`config.mk`:
```
export PLATFORM = sky130hd
export DESIGN_NAME = peridot_i2c_eeprom_reader
export DESIGN_NICKNAME = d
export VERILOG_FILES = /design/src/rtl/peridot_i2c_eeprom_reader.sv
export SDC_FILE = /design/constraint.sdc
export NUM_CORES = 1
export LEC_CHECK = 0
export ABC_AREA = 1
export BUFFER_PORTS_ARGS = -buffer_cell sky130_fd_sc_hd__buf_2
export CAP_MARGIN = 20
export CORE_MARGIN = 4
export CORE_UTILIZATION = 27
export CTS_CLUSTER_DIAMETER = 50
export DETAILED_ROUTE_END_ITERATION = 8
export SYNTH_ARGS = -nofsm -noshare
export SYNTH_HDL_FRONTEND = slang
export SYNTH_SLANG_ARGS = --single-unit
```
`constraint.sdc`:
```
create_clock -name clk -period 5.3 [get_ports clk]
set_input_delay 1.06 -clock clk [delete_from_list [all_inputs] [get_ports clk]]
set_output_delay 1.06 -clock clk [all_outputs]
set_load 0.02 [all_outputs]
```
`src/rtl/peridot_i2c_eeprom_reader.sv`:
```
// I2C initiator for EEPROM random-address sequential reads (devsel+W, word addr,
// repeated START, devsel+R, N bytes). Bytes stream out on rdata/rdata_valid.
module peridot_i2c_eeprom_reader #(
    parameter logic [6:0] DEVICE_ADDRESS = 7'b1010000,
    parameter int         CLOCK_DIVIDE   = 63
) (
    input  logic       clk,
    input  logic       reset_n,
    input  logic       start,
    input  logic [7:0] start_addr,
    input  logic [4:0] read_length,
    output logic       busy,
    output logic       done,
    output logic       error,
    output logic [7:0] rdata,
    output logic       rdata_valid,
    input  logic       i2c_scl_i,
    output logic       i2c_scl_o,
    input  logic       i2c_sda_i,
    output logic       i2c_sda_o
);
    localparam logic [9:0] DIV_MAX = 10'(CLOCK_DIVIDE);

    typedef enum logic [3:0] {
        IDLE, START, DEVSEL_W, ACK1, ADDR, ACK2, RESTART,
        DEVSEL_R, ACK3, READ, MACK, STOP
    } state_t;

    state_t     state;
    logic [9:0] div;
    logic [1:0] phase;
    logic [2:0] bit_cnt;
    logic [7:0] shreg;
    logic [7:0] addr_q;
    logic [4:0] remaining;
    logic       nack;
    logic       accept, hold, tick;
    logic       scl_nxt, sda_nxt;
    logic [3:0] seq;

    // A start landing on the done cycle is dropped as well as one while busy.
    assign accept = start && !busy && !done;
    // Target stretching: freeze the divider while SCL is released but still low.
    assign hold   = (phase == 2'd2) && i2c_scl_o && !i2c_scl_i;
    assign tick   = busy && !hold && (div == DIV_MAX);
    // START/RESTART/STOP are four frames long; seq indexes their 16 quarters.
    assign seq    = {bit_cnt[1:0], phase};

    always_ff @(posedge clk or negedge reset_n) begin
        if (!reset_n)
            div <= '0;
        else if (accept || hold || tick)
            div <= '0;
        else if (busy)
            div <= div + 10'd1;
    end

    always_comb begin
        scl_nxt = 1'b1;
        sda_nxt = 1'b1;
        case (state)
            START: begin
                scl_nxt = (seq < 4'd12);
                sda_nxt = (seq < 4'd8);
            end
            RESTART: begin
                scl_nxt = (seq >= 4'd4) && (seq < 4'd12);
                sda_nxt = (seq < 4'd8);
            end
            STOP: begin
                scl_nxt = (seq >= 4'd4);
                sda_nxt = (seq == 4'd0) || (seq >= 4'd8);
            end
            DEVSEL_W, ADDR, DEVSEL_R: begin
                scl_nxt = phase[1];
                sda_nxt = shreg[7];
            end
            MACK: begin
                scl_nxt = phase[1];
                sda_nxt = (remaining == 5'd0);
            end
            ACK1, ACK2, ACK3, READ: begin
                scl_nxt = phase[1];
                sda_nxt = 1'b1;
            end
            default: begin
                scl_nxt = 1'b1;
                sda_nxt = 1'b1;
            end
        endcase
    end

    always_ff @(posedge clk or negedge reset_n) begin
        if (!reset_n) begin
            i2c_scl_o <= 1'b1;
            i2c_sda_o <= 1'b1;
        end else begin
            i2c_scl_o <= scl_nxt;
            i2c_sda_o <= sda_nxt;
        end
    end

    always_ff @(posedge clk or negedge reset_n) begin
        if (!reset_n) begin
            state       <= IDLE;
            phase       <= 2'd0;
            bit_cnt     <= 3'd0;
            shreg       <= 8'h00;
            addr_q      <= 8'h00;
            remaining   <= 5'd0;
            nack        <= 1'b0;
            busy        <= 1'b0;
            done        <= 1'b0;
            error       <= 1'b0;
            rdata       <= 8'h00;
            rdata_valid <= 1'b0;
        end else begin
            done        <= 1'b0;
            rdata_valid <= 1'b0;
            if (accept) begin
                state     <= START;
                phase     <= 2'd0;
                bit_cnt   <= 3'd0;
                addr_q    <= start_addr;
                remaining <= read_length;
                error     <= 1'b0;
                busy      <= 1'b1;
            end else if (tick) begin
                phase <= phase + 2'd1;
                // SDA is sampled on the tick that closes the SCL-high quarter
                if (phase == 2'd2) begin
                    nack <= i2c_sda_i;
                    if (state == READ) begin
                        shreg <= {shreg[6:0], i2c_sda_i};
                        if (bit_cnt == 3'd7) begin
                            rdata       <= {shreg[6:0], i2c_sda_i};
                            rdata_valid <= 1'b1;
                        end
                    end
                end
                if (phase == 2'd3) begin
                    case (state)
                        START: begin
                            bit_cnt <= bit_cnt + 3'd1;
                            if (bit_cnt == 3'd3) begin
                                state   <= DEVSEL_W;
                                bit_cnt <= 3'd0;
                                shreg   <= {DEVICE_ADDRESS, 1'b0};
                            end
                        end
                        RESTART: begin
                            bit_cnt <= bit_cnt + 3'd1;
                            if (bit_cnt == 3'd3) begin
                                state   <= DEVSEL_R;
                                bit_cnt <= 3'd0;
                                shreg   <= {DEVICE_ADDRESS, 1'b1};
                            end
                        end
                        DEVSEL_W, ADDR, DEVSEL_R: begin
                            bit_cnt <= bit_cnt + 3'd1;
                            shreg   <= {shreg[6:0], 1'b0};
                            if (bit_cnt == 3'd7)
                                state <= (state == DEVSEL_W) ? ACK1 :
                                         (state == ADDR)     ? ACK2 : ACK3;
                        end
                        ACK1, ACK2, ACK3: begin
                            bit_cnt <= 3'd0;
                            if (nack) begin
                                error <= 1'b1;
                                state <= STOP;
                            end else if (state == ACK1) begin
                                state <= ADDR;
                                shreg <= addr_q;
                            end else if (state == ACK2) begin
                                state <= RESTART;
                            end else begin
                                state <= READ;
                            end
                        end
                        READ: begin
                            bit_cnt <= bit_cnt + 3'd1;
                            if (bit_cnt == 3'd7)
                                state <= MACK;
                        end
                        MACK: begin
                            bit_cnt <= 3'd0;
                            if (remaining == 5'd0) begin
                                state <= STOP;
                            end else begin
                                remaining <= remaining - 5'd1;
                                state     <= READ;
                            end
                        end
                        STOP: begin
                            bit_cnt <= bit_cnt + 3'd1;
                            if (bit_cnt == 3'd3) begin
                                state   <= IDLE;
                                bit_cnt <= 3'd0;
                                busy    <= 1'b0;
                                done    <= 1'b1;
                            end
                        end
                        default: state <= IDLE;
                    endcase
                end
            end
        end
    end
endmodule

```
# ---- Yosys cells after proc, flatten, opt, wreduce, memory -nomap -nowiden
# Index checks and enable logic that the tools add are counted.
dict set report totals {
  reg_bits 55
  output_inout_bits 14
  word_cells 145
}
dict set report op_classes {
  addsub 4
  order_cmp 4
  n_eq_ne 22
  n_mux 59
  n_bitwise 1
  n_reduce_logical 40
}
# op count
set op_table {}
lappend op_table {{2-to-1 mux 8 bit} 7}
lappend op_table {{2-to-1 mux 4 bit} 13}
lappend op_table {{one-hot mux 8 bit (4 select lines)} 1}
lappend op_table {{one-hot mux 4 bit (7 select lines)} 1}
lappend op_table {{2-to-1 mux 5 bit} 5}
lappend op_table {{2-to-1 mux 1 bit} 20}
lappend op_table {{2-to-1 mux 10 bit} 2}
lappend op_table {{equality test 4 x 3 -> 1 bit (second input constant)} 4}
lappend op_table {{equality test 4 bit (second input constant)} 4}
lappend op_table {{nonzero test 2 bit} 8}
lappend op_table {{2-to-1 mux 3 bit} 4}
lappend op_table {{!= test 3 bit (second input constant)} 4}
lappend op_table {{AND reduction 4 bit} 3}
lappend op_table {{adder 10 x 1 -> 10 bit (second input constant)} 1}
lappend op_table {{equality test 10 x 6 -> 1 bit (second input constant)} 1}
lappend op_table {{one-hot mux 3 bit (3 select lines)} 1}
lappend op_table {{OR reduction 3 bit} 3}
lappend op_table {{equality test 4 x 2 -> 1 bit (second input constant)} 2}
lappend op_table {{< comparator 4 bit (second input constant)} 2}
lappend op_table {{one-hot mux 1 bit (4 select lines)} 2}
lappend op_table {{OR reduction 4 bit} 2}
lappend op_table {{OR reduction 8 bit} 1}
lappend op_table {{logical AND 1 bit} 7}
lappend op_table {{AND reduction 7 bit} 1}
lappend op_table {{other kinds (22)} 31}

# ---- Longest topological paths before layout
dict set report depth {
  ltp_word 8
  mapped_depth 13
  mapped_depth_nobuf 13
}

# ---- Worst setup path before layout
# Ideal clock, no wire load.
dict set report synth_timing {
  path_kind {input to register}
  startpoint {input port start}
  endpoint {register bit_cnt[2]}
  arrival_ns 1.979
  required_ns 5.182
  slack_ns 3.203
  cell_stages 7
  cell_sequence {inv_1 -> nor3_2 -> inv_1 -> buf_6 -> clkbuf_1 -> nand3_1 -> nand2_1}
}
dict set report synth_between {
  elab_chain_len 4
  elab_cells_between_ends 7
  classes_between {1 x mux; 6 x reduce/logical}
}
# element line_no
set synth_rtl {}
lappend synth_rtl {{start, declared} 9} ;# input logic start,
lappend synth_rtl {{logical AND 1 bit (*) (2 in series)} 42} ;# assign accept = start && !busy && !done;
lappend synth_rtl {{nonzero test 4 bit (no line) or nonzero test 2 bit (tied branches)} --}
lappend synth_rtl {{AND reduction 3 bit (no line)} --}
lappend synth_rtl {{end signal, assigned} 144} ;# bit_cnt <= bit_cnt + 3'd1;
lappend synth_rtl {{end signal, assigned} 152} ;# bit_cnt <= bit_cnt + 3'd1;
lappend synth_rtl {{end signal, assigned} 160} ;# bit_cnt <= bit_cnt + 3'd1;
lappend synth_rtl {{end, declared} 32} ;# logic [2:0] bit_cnt;
# Mark *: on every way between the ends. The rest lies on a longest branch, timed or not.
# A chain may end at the register's enable or synchronous reset.

# ---- Final worst setup path
dict set report layout_timing {
  startpoint {register phase[0]}
  endpoint {register div[9]}
}
dict set report layout_between {
  elab_chain_len 8
  elab_cells_between_ends 10
  classes_between {1 x eq/ne; 1 x mux; 8 x reduce/logical}
}
# element line_no
set layout_rtl {}
lappend layout_rtl {{start, declared} 31} ;# logic [1:0] phase;
lappend layout_rtl {{start signal, assigned} 129} ;# phase <= phase + 2'd1;
lappend layout_rtl {{equality test 2 bit (*)} 44} ;# assign hold = (phase == 2'd2) && i2c_scl_o && !i2c_scl_i;
lappend layout_rtl {{logical AND 1 bit (*) (2 in series)} 44}
lappend layout_rtl {{zero test 1 bit} 45} ;# assign tick = busy && !hold && (div == DIV_MAX);
lappend layout_rtl {{logical AND 1 bit (2 in series)} 45}
lappend layout_rtl {{logical OR 1 bit (*)} 52} ;# else if (accept || hold || tick)
lappend layout_rtl {{2-to-1 mux 10 bit or nonzero test 2 bit (tied branches)} --}
lappend layout_rtl {{end signal, assigned} 55} ;# div <= div + 10'd1;
lappend layout_rtl {{end, declared} 30} ;# logic [9:0] div;
# Marked as above.

==> impl_metrics.json <==
{
  "status": "complete, no violations",
  "synthCells": 478,
  "r2r_slack_ns": 2.79,
  "ys_seq_area_share_pct": 40.1,
  "end_kind": "flop",
  "fin_util_pct": 32.0,
  "grt_overflow": 0,
  "hold_depth": 2,
  "maxCapViolations": 0,
  "clk_latency_ns": 0.30,
  "holdPathEnd": "addr_q[5]",
  "ys_types": 39,
  "grt_pass1_wl_mm": 14.3,
  "dr.pass1.iters": 4,
  "cp-start-kind": "flop",
  "slew_viol_final": 0,
  "worstPathRequired_ns": 5.51,
  "fp.dieH_um": 121,
  "ir_drop_mv": 0.0994,
  "ant_nets": 0,
  "hp-start": "addr_q[5]",
  "r2r_end": "div[9]",
  "drtIter0Drc": 267,
  "min_period_ns": 2.51,
  "pwr-share-comb_pct": 17.3,
  "cts.clk_slew.worst_paths_ns": 0.07,
  "worst-endpoint-arrival_ns": 2.72,
  "skew_ns": 0.00561,
  "worst_pin_slew_ns": 0.689,
  "crit_fanout": 12,
  "drc": 0,
  "design_area_sq_um": 3900,
  "n_antenna_cell": 0,
  "fin_crit_sh_pct": 47.3,
  "die_x_um": 121,
  "p_sw_uw": 297,
  "power_density_nw_per_um2": 255,
  "crit_type": "reg -> reg",
  "max_freq_ghz": 0.399,
  "worstRegToRegCells": 9,
  "antenna_found_initial": 0,
  "drt_wl_total_mm": 8.07,
  "cts_buffer_depth": 2,
  "root_buffer": "clkbuf_16",
  "ctsResizeCount": 0,
  "dp_hpwl_mm": 6.18,
  "htree_num_levels": 2,
  "clock-sinks": 55,
  "numPortBuffers": 31,
  "grt_pass1_vias": 3020,
  "cts_hold_buffers": 0,
  "start_util_pct": 28.1,
  "cts_setup_buffers": 0,
  "setup_viol": 0,
  "io_pins": 32,
  "syn-cell-area_sq_um": 3430,
  "wl_per_cell_um": 11.9,
  "rsz0062_at_grt": "no",
  "clkPwrFrac_pct": 33.4,
  "synth_nets": 508,
  "rows": 40,
  "vias_per_cell": 4.53,
  "power_leakage_uw": 0.00202,
  "grtUsageMet2_pct": 19.2,
  "ys_seq_elements": 55,
  "syn_to_final_growth_pct": 13.6,
  "internal_power_uw": 698,
  "p_seq_share_pct": 49.3,
  "grt_usage_pct": 11.8,
  "yosysWarningCount": 0,
  "drive_above_1_share_pct": 13.7,
  "vias": 3073,
  "grt_use_met1_pct": 15.5,
  "core_sq_um": 12200,
  "cts_buffers": 5,
  "avgSynthCellArea_sq_um": 7.19,
  "nets": 539,
  "grtUsageMet3_pct": 2.81,
  "n_fill_cell": 1333,
  "dieArea_sq_um": 14600,
  "regToRegStartpoint": "phase[0]",
  "switching_share_pct": 29.8,
  "busiest_layer": "met2",
  "relSlewSlack_pct": 54.1,
  "final-hold-violation-count": 0,
  "hp-class": "reg -> reg",
  "finalSetupTns_ns": 0,
  "place_congestion": 0.849,
  "placed_area_sq_um": 3760,
  "grt_max_degree": 56,
  "cts_tree": "built"
}
critical path: stages (launching register included):
cell,delay [ns]
dfrtp_1,0.39
inv_1,0.12
ha_1,0.45
nand3_1,0.26
and3_1,0.23
nand3_1,0.34
nand2_1,0.17
inv_1,0.10
nand2_2,0.13
nor3b_1,0.23
cell usage in the layout, fill, tap and decap left out, drive strengths merged, types with 9 or more instances in the layout:
master and instances:
ha 12, nand3 52, o21ai 31, inv 62, nand2 164, buf 33, dfrtp 53, a21oi 16
nor3 9, nor2 42
kinds of logic after synthesis:
family                   Yosys count  share of synthesized area (%)
AND/OR/NAND/NOR                  279                           36.8
adder cells (fa/ha/maj)           12                           4.37
flip-flops                        55                           40.1
XOR/XNOR                           4                           1.02
AO/OA/AOI/OAI                     55                           8.96
buffers and inverters             73                           8.67
area by class of cell:
cell class / count / area, sq um / share of cell area [%]
clock buffer: 5 / 125 / 3.21
inverter: 64 / 240 / 6.16
multi-input combinational: 350 / 1760 / 45.0
sequential: 55 / 1380 / 35.3
clock inverter: 3 / 20.0 / 0.513
tap: 168 / 210 / 5.39
timing repair buffer: 33 / 170 / 4.36
power groups by stage:
stage / combinational, uW / sequential, uW / clock (uW)
after global routing: 201 / 495 / 361
after floorplan: 126 / 492 / 0
after detailed placement: 173 / 499 / 0
after global placement: 167 / 496 / 0
after CTS: 174 / 491 / 341
final: 172 / 490 / 333
synth_stat cells:
library cell  instances  area share, %
o21ai_0              28            4.1
and3_1                1           0.18
nor2_4                6            2.0
ha_1                 12            4.4
nand3_1              45            6.6
nand2_4               1           0.33
o22ai_1               1           0.18
xnor2_1               2           0.51
xor2_1                2           0.51
o21ai_4               1           0.47
o211ai_1              1           0.22
o311ai_0              1           0.26
inv_1                57            6.2
inv_2                 5           0.55
o21ai_1               2           0.29
o21a_1                1           0.22
nor2_1               35            3.8
nor3_2                2           0.58
nand4_1               4           0.73
nand2_1             160             17
a21oi_1              16            2.3
buf_2                 1           0.15
dfrtp_1              53             39
o2111ai_1             1           0.26
nor3b_1               3           0.66
and2_1                2           0.36
clkbuf_1              4           0.44
clkinv_1              2           0.22
nor4_1                1           0.18
nor2_2                1           0.18
buf_6                 2           0.66
buf_4                 2           0.44
nor3_1                7            1.0
nand3_2               7            2.0
dfstp_2               2            1.5
o31ai_1               1           0.22
o21bai_1              2           0.44
nand2_2               3           0.55
or2_2                 1           0.18
state kept, by name, summed over array words and instances (netlist names):
register / flops
shreg: 8
addr_q: 8
busy: 1
phase: 2
state: 4
bit_cnt: 3
div: 10
error: 1
rdata_valid: 1
i2c_scl_o: 1
remaining: 5
i2c_sda_o: 1
nack: 1
rdata: 8
done: 1
worst max path at each step:
stage / to / from / slack [ns] / cells after the start
floorplan: bit_cnt[2] / start / 3.20 / 7
finish: div[9] / phase[0] / 2.79 / 9
global route: div[9] / phase[0] / 2.51 / 9
CTS: div[9] / phase[0] / 2.77 / 9
global placement: div[9] / start / 2.63 / 9
detailed placement: div[9] / start / 2.57 / 9
metrics by stage:
step                setup slack [ns]  total power [uW]  hold slack, ns  std cells
global placement                2.63               664           0.464        670
floorplan                       3.20               618           0.434        478
finish                          2.79               995           0.481        678
detailed placement              2.57               672           0.472        670
global route                    2.51              1060           0.528        678
CTS                             2.77              1010           0.490        678
per-layer routing:
| layer | vias to the layer above | wire (um) |
|---|---|---|
| met1 | 1428 | 3830 |
| met5 | - | 0 |
| met2 | 55 | 3680 |
| met4 | 0 | 110 |
| met3 | 7 | 456 |
| li1 | 1583 | - |
Note: power is estimated with default switching activity, not from simulation.
